==> src/rtl/button_counter_controller.sv <==
// Button command sequencer: latches debounced pulses, services one request per cycle in fixed
// priority and publishes count/LED over valid/ready. Define BUTTON_CTRL_WRAP_EN for wrap at bounds.
module button_counter_controller #(
    parameter int Count_Width = 4,
    parameter int Count_Max   = 9
) (
    input  logic                   clk,
    input  logic                   clk_en,
    input  logic                   sync_rst,
    input  logic [3:0]             button_pulse_vector,
    output logic                   disp_valid,
    input  logic                   disp_ready,
    output logic [Count_Width-1:0] disp_count,
    output logic                   disp_led,
    output logic                   limit_hit,
    output logic                   dropped_pulse,
    output logic                   busy
);

    localparam logic [Count_Width-1:0] MAX_VAL  = Count_Width'(Count_Max);
    localparam logic [Count_Width-1:0] ONE_VAL  = Count_Width'(1);
    localparam int                     BTN_UP     = 3;
    localparam int                     BTN_DOWN   = 2;
    localparam int                     BTN_TOGGLE = 1;
    localparam int                     BTN_CLEAR  = 0;
`ifdef BUTTON_CTRL_WRAP_EN
    localparam bit WRAP_EN = 1'b1;
`else
    localparam bit WRAP_EN = 1'b0;
`endif

    typedef enum logic [1:0] {
        ST_INIT    = 2'd0,
        ST_IDLE    = 2'd1,
        ST_PUBLISH = 2'd2
    } state_e;

    state_e                 state_q, state_d;
    logic [3:0]             pending_q, pending_d;
    logic [Count_Width-1:0] count_q, count_d;
    logic                   led_q, led_d;
    logic                   limit_hit_q, limit_hit_d;
    logic                   dropped_q, dropped_d;
    logic [3:0]             service_clr;

    // Handshake: disp_valid, disp_count and disp_led are held from the cycle disp_valid rises
    // until an enabled edge sees disp_valid && disp_ready; only reset may abandon an offer.
    always_comb begin
        state_d     = state_q;
        count_d     = count_q;
        led_d       = led_q;
        limit_hit_d = 1'b0;
        service_clr = 4'b0000;
        case (state_q)
            ST_INIT: state_d = ST_PUBLISH;
            ST_IDLE: begin
                if (pending_q[BTN_CLEAR]) begin
                    count_d                = '0;
                    service_clr[BTN_CLEAR] = 1'b1;
                    state_d                = ST_PUBLISH;
                end else if (pending_q[BTN_TOGGLE]) begin
                    led_d                   = ~led_q;
                    service_clr[BTN_TOGGLE] = 1'b1;
                    state_d                 = ST_PUBLISH;
                end else if (pending_q[BTN_UP] && pending_q[BTN_DOWN]) begin
                    // Opposing requests cancel: nothing changes and nothing is published.
                    service_clr[BTN_UP]   = 1'b1;
                    service_clr[BTN_DOWN] = 1'b1;
                end else if (pending_q[BTN_UP]) begin
                    service_clr[BTN_UP] = 1'b1;
                    state_d             = ST_PUBLISH;
                    if (count_q == MAX_VAL) begin
                        limit_hit_d = 1'b1;
                        count_d     = WRAP_EN ? '0 : MAX_VAL;
                    end else begin
                        count_d = count_q + ONE_VAL;
                    end
                end else if (pending_q[BTN_DOWN]) begin
                    service_clr[BTN_DOWN] = 1'b1;
                    state_d               = ST_PUBLISH;
                    if (count_q == '0) begin
                        limit_hit_d = 1'b1;
                        count_d     = WRAP_EN ? MAX_VAL : '0;
                    end else begin
                        count_d = count_q - ONE_VAL;
                    end
                end
            end
            ST_PUBLISH: begin
                if (disp_ready) begin
                    state_d = ST_IDLE;
                end
            end
            default: state_d = ST_INIT;
        endcase

        // A new pulse on the edge that services the same request survives as a fresh request.
        pending_d = (pending_q & ~service_clr) | button_pulse_vector;
        dropped_d = |(pending_q & ~service_clr & button_pulse_vector);
    end

    always_ff @(posedge clk) begin
        if (sync_rst) begin
            state_q     <= ST_INIT;
            pending_q   <= 4'b0000;
            count_q     <= '0;
            led_q       <= 1'b0;
            limit_hit_q <= 1'b0;
            dropped_q   <= 1'b0;
        end else if (clk_en) begin
            state_q     <= state_d;
            pending_q   <= pending_d;
            count_q     <= count_d;
            led_q       <= led_d;
            limit_hit_q <= limit_hit_d;
            dropped_q   <= dropped_d;
        end
    end

    assign disp_valid    = (state_q == ST_PUBLISH);
    assign disp_count    = count_q;
    assign disp_led      = led_q;
    assign limit_hit     = limit_hit_q;
    assign dropped_pulse = dropped_q;
    assign busy          = (state_q != ST_IDLE) || (|pending_q);

endmodule

==> config.mk <==
export PLATFORM = sky130hd
export DESIGN_NAME = button_counter_controller
export DESIGN_NICKNAME = d
export VERILOG_FILES = /design/src/rtl/button_counter_controller.sv
export SDC_FILE = /design/constraint.sdc
export NUM_CORES = 1
export LEC_CHECK = 0
export BUFFER_PORTS_ARGS = -buffer_cell sky130_fd_sc_hd__buf_2
export CAP_MARGIN = 20
export CORE_MARGIN = 2
export CORE_UTILIZATION = 52
export CTS_CLUSTER_SIZE = 14
export DETAILED_ROUTE_END_ITERATION = 8
export PLACE_DENSITY = 0.83
export SYNTH_ARGS = -nofsm -noshare
export SYNTH_HDL_FRONTEND = slang
export SYNTH_SLANG_ARGS = --single-unit
==> constraint.sdc <==
create_clock -name clk -period 2.2 [get_ports clk]
set_input_delay 0.22 -clock clk [delete_from_list [all_inputs] [get_ports clk]]
set_output_delay 0.22 -clock clk [all_outputs]
set_load 0.03 [all_outputs]
==> impl_results.html <==
<table>
<tr><th>Metric</th><th>Value</th></tr>
<tr><th colspan="2">Outcome</th></tr>
<tr><td>Status</td><td>finished clean</td></tr>
<tr><th colspan="2">Job</th></tr>
<tr><td>Number of maximum-capacitance constraint violations</td><td>0</td></tr>
<tr><th colspan="2">Route</th></tr>
<tr><td>Starting DRC count in detailed routing</td><td>24</td></tr>
<tr><td>Total Wirelength</td><td>1575 um</td></tr>
<tr><td>Metal3 WL</td><td>41 um</td></tr>
<tr><td>Remaining antenna violation count</td><td>0</td></tr>
<tr><td>Met2 wire length</td><td>768 um</td></tr>
<tr><td>Max layer used</td><td>met4</td></tr>
<tr><td>Vias per std cell</td><td>5.935</td></tr>
<tr><td>Detailed-route wire length on metal 1</td><td>753 um</td></tr>
<tr><td>Final routed wire length divided by cell count</td><td>12.70 um</td></tr>
<tr><td>DRC Markers</td><td>0</td></tr>
<tr><td>Number of vias after detailed routing</td><td>736</td></tr>
<tr><td>First-pass iteration count of the detailed router</td><td>7</td></tr>
<tr><th colspan="2">Layout</th></tr>
<tr><td>Commonest non-fill, non-tap cell in the layout</td><td>sky130_fd_sc_hd__buf_2</td></tr>
<tr><td>Layout cell share with drive strength beyond 1</td><td>0.2037</td></tr>
<tr><td>Growth of design area from synthesis to finish</td><td>9.798%</td></tr>
<tr><td>Leading cell types in the layout, fill and taps excluded</td><td>16 x sky130_fd_sc_hd__buf_2, 13 x sky130_fd_sc_hd__dfxtp_1, 11 x sky130_fd_sc_hd__nor2_1, 8 x sky130_fd_sc_hd__a21oi_1, 6 x sky130_fd_sc_hd__nand2_1</td></tr>
<tr><td>Diode insertion count for antenna repair</td><td>0</td></tr>
<tr><td>Final net count</td><td>117</td></tr>
<tr><td>Final design utilization</td><td>0.6003</td></tr>
<tr><td>Count of filler cells inserted in the layout</td><td>138</td></tr>
<tr><th colspan="2">Place</th></tr>
<tr><td>Final weighted congestion of routability-driven global placement</td><td>0.7528</td></tr>
<tr><td>Buffers on Ports</td><td>16</td></tr>
<tr><td>Detailed placer's ending HPWL</td><td>1100 um</td></tr>
<tr><td>Post-placement worst setup slack</td><td>406.3 ps</td></tr>
<tr><th colspan="2">GRT</th></tr>
<tr><td>Total gr overflow</td><td>0</td></tr>
<tr><td>Vias in the first global route</td><td>621</td></tr>
<tr><td>Global-route wire length before repair</td><td>2760 um</td></tr>
<tr><td>Initial antenna violation count</td><td>0</td></tr>
<tr><td>Largest net degree at the start of global routing</td><td>16</td></tr>
<tr><td>Global routing usage summed across all routing layers</td><td>0.1893</td></tr>
<tr><th colspan="2">Timing</th></tr>
<tr><td>Number of setup violations in the final report</td><td>0</td></tr>
<tr><td>Shortest period the worst path allows</td><td>2039 ps</td></tr>
<tr><td>Number of pins exceeding their max-slew limit in the final report</td><td>0</td></tr>
<tr><td>Share of the clock period used by the worst path</td><td>0.9268</td></tr>
<tr><td>Rel. slew slack</td><td>0.6596</td></tr>
<tr><td>Transition time of the tightest slew-check pin</td><td>509.8 ps</td></tr>
<tr><td>Total negative slack for setup checks</td><td>0 ps</td></tr>
<tr><td>Final count of hold timing violations</td><td>0</td></tr>
<tr><td>Setup ws final</td><td>161.1 ps</td></tr>
<tr><td>Max Clock Skew</td><td>6.398 ps</td></tr>
<tr><td>Unrepaired setup endpoints after global routing</td><td>no</td></tr>
<tr><td>Maximum achievable frequency</td><td>490.5 MHz</td></tr>
<tr><th colspan="2">Clock tree</th></tr>
<tr><td>Number of buffers created by CTS</td><td>3</td></tr>
<tr><td>Number of setup buffers added after CTS</td><td>0</td></tr>
<tr><td>H-tree depth</td><td>1</td></tr>
<tr><td>Sinks on Clock Net</td><td>13</td></tr>
<tr><td>Clock tree from TritonCTS</td><td>built</td></tr>
<tr><td>Bufs on Longest Clock Path</td><td>2</td></tr>
<tr><td>Skew-Pair Late Insertion Delay</td><td>270 ps</td></tr>
<tr><td>Number of hold-repair buffers added at the cts stage</td><td>0</td></tr>
<tr><td>Clock-pin slew reported for the worst setup and hold paths after clock tree synthesis</td><td>80 ps</td></tr>
<tr><td>Count of cells resized by post-cts repair</td><td>0</td></tr>
<tr><td>Root Driver</td><td>sky130_fd_sc_hd__clkbuf_4</td></tr>
<tr><th colspan="2">Worst setup path</th></tr>
<tr><td>Launch instance of the worst register-to-register path</td><td>pending_q[3]$_SDFFE_PP0P_</td></tr>
<tr><td>Worst path slowest cell</td><td>sky130_fd_sc_hd__or4b_1</td></tr>
<tr><td>Required time at the worst-slack endpoint</td><td>1980 ps</td></tr>
<tr><td>Timing startpoint of the critical path</td><td>pending_q[0]$_SDFFE_PP0P_</td></tr>
<tr><td>Chain of cells forming the critical path</td><td>or4b_1 &gt; or3_1 &gt; buf_2</td></tr>
<tr><td>Category of the worst setup path capture point</td><td>output pin</td></tr>
<tr><td>Count of cells along the worst register-to-register path</td><td>4</td></tr>
<tr><td>Capturing instance or port of the critical path</td><td>busy</td></tr>
<tr><td>Crit path arrival time</td><td>1820 ps</td></tr>
<tr><td>Critical Setup Path Class</td><td>reg2out</td></tr>
<tr><td>CP max stage delay</td><td>620 ps</td></tr>
<tr><td>Crit-path max FO</td><td>11</td></tr>
<tr><td>Critical Path Source Type</td><td>register</td></tr>
<tr><td>Terminus of the critical flop-to-flop path</td><td>disp_count[3]$_SDFFE_PP0P_</td></tr>
<tr><td>Setup slack of the worst register-to-register path</td><td>390 ps</td></tr>
<tr><th colspan="2">Logic synthesis</th></tr>
<tr><td>Area leader, netlist</td><td>sky130_fd_sc_hd__dfxtp_1</td></tr>
<tr><td>Ranking of synthesized cells by area</td><td>sky130_fd_sc_hd__dfxtp_1 32%, sky130_fd_sc_hd__nor2_1 5.1%, sky130_fd_sc_hd__a21oi_1 5.0%, sky130_fd_sc_hd__mux2i_1 5.0%, sky130_fd_sc_hd__a22oi_1 3.7%</td></tr>
<tr><td>Count of synthesis-stage warnings from yosys</td><td>0</td></tr>
<tr><td>Unique masters post-synth</td><td>37</td></tr>
<tr><td>Number of instances in the synthesized netlist</td><td>96</td></tr>
<tr><td>Synth Net Count</td><td>104</td></tr>
<tr><td>Synthesized area</td><td>804.5 um^2</td></tr>
<tr><td>Post-synthesis area per instance</td><td>8.380 um^2</td></tr>
<tr><td>Top-area cell type share of the netlist area</td><td>0.3235</td></tr>
<tr><td>Proportion of synthesized chip area in sequential cells</td><td>0.3235</td></tr>
<tr><td>Count of state elements after synthesis</td><td>13</td></tr>
<tr><th colspan="2">Floorplan</th></tr>
<tr><td>Placeable Area</td><td>1471 um^2</td></tr>
<tr><td>Starting density of the core</td><td>0.5468</td></tr>
<tr><td>Top-Level Pins</td><td>17</td></tr>
<tr><td>Die area</td><td>1878 um^2</td></tr>
<tr><td>Std cell rows</td><td>14</td></tr>
<tr><td>Die height</td><td>43.34 um</td></tr>
<tr><td>Die Wd</td><td>43.34 um</td></tr>
<tr><th colspan="2">Power</th></tr>
<tr><td>Highest ir drop seen on vdd</td><td>0.4069 mV</td></tr>
<tr><td>Total Power</td><td>469.7 uW</td></tr>
<tr><td>Power per cell area</td><td>531.7 nW/um^2</td></tr>
<tr><td>Leakage Power</td><td>0.0003393 uW</td></tr>
<tr><th colspan="2">Hold path</th></tr>
<tr><td>Cell depth of the worst min-delay path</td><td>3</td></tr>
<tr><td>Class of the most critical hold timing path</td><td>in2reg</td></tr>
</table>
## Yosys cell counts, drive strengths merged
cell type,count
o221ai,1
clkbuf,6
nor3,2
or4b,2
nand4b,1
a311oi,2
dlymetal6s2s,1
nor3b,1
nor2b,2
o21a,1
a2111o,1
xor2,1
or4,1
o41ai,1
xnor2,2
a21oi,8
nand3,1
nand3b,4
nand2,6
a21boi,1
inv,2
and2b,1
nor2,11
mux2i,4
a31oi,2
nand2b,3
dfxtp,13
a22oi,4
buf,1
o2111ai,1
and2,1
or3,3
o21ai,5
## routing by layer
metal / track usage / vias to the layer above
li1: - / 378
met1: 0.2592 / 347
met2: 0.2955 / 9
met3: 0.04167 / 2
met4: 0.06667 / 0
met5: 0 / -
## critical path, delay by kind of cell (launching register included)
family	cells	cell delay (ps)
flops	1	430
buf+inv	1	180
simple gates	2	940
## registers in the layout, summed over array words and instances (netlist names)
signal	count
dropped_pulse	1
state_q	2
limit_hit	1
disp_led	1
pending_q	4
disp_count	4
## report_power, final
group          total [uW]  internal (uW)  switching [uW]
clock                 146           70.1            75.9
sequential            261            244            16.9
combinational        62.8           26.9            35.8
total                 470            341             129
## how the worst min path moves through the flow
stage | from | to | slack, ps
6_report | button_pulse_vector[1] | pending_q[1]$_SDFFE_PP0P_ | 200
5_1_grt | button_pulse_vector[1] | pending_q[1]$_SDFFE_PP0P_ | 210
4_1_cts | button_pulse_vector[1] | pending_q[1]$_SDFFE_PP0P_ | 200
3_5_place_dp | dropped_pulse$_SDFFE_PP0P_ | dropped_pulse$_SDFFE_PP0P_ | 460
3_3_place_gp | dropped_pulse$_SDFFE_PP0P_ | dropped_pulse$_SDFFE_PP0P_ | 470
2_1_floorplan | sync_rst | disp_count[1]$_SDFFE_PP0P_ | 300
## layout make-up
type | instances | area, um^2 | area share
Clock buffer | 4 | 26.28 | 0.02975
Inverter | 2 | 7.507 | 0.008499
Multi-Input combinational cell | 73 | 489.2 | 0.5538
Sequential cell | 13 | 260.3 | 0.2946
Tap cell | 16 | 20.02 | 0.02266
Timing Repair Buffer | 16 | 80.08 | 0.09065
## metrics by stage
| stage | cells | hold slack (ps) | cell area (um^2) |
|---|---|---|---|
| CTS | 124 | 204.6 | 883.3 |
| detailed placement | 120 | 462.9 | 857.1 |
| finish | 124 | 204.2 | 883.3 |
| floorplan | 96 | 299.3 | 804.5 |
| global route | 124 | 213.5 | 883.3 |
| global placement | 120 | 465.7 | 857.1 |
## kinds of logic (layout without fill, tap and decap cells)
family	Yosys count	count (layout)	synth area share
AO/OA/AOI/OAI	27	27	0.2473
XOR/XNOR	3	3	0.04200
buffers and inverters	10	22	0.06843
flip-flops	13	13	0.3235
multiplexers	4	4	0.04977
AND/OR/NAND/NOR	39	39	0.2691
Note: power is estimated with default switching activity, not from simulation.
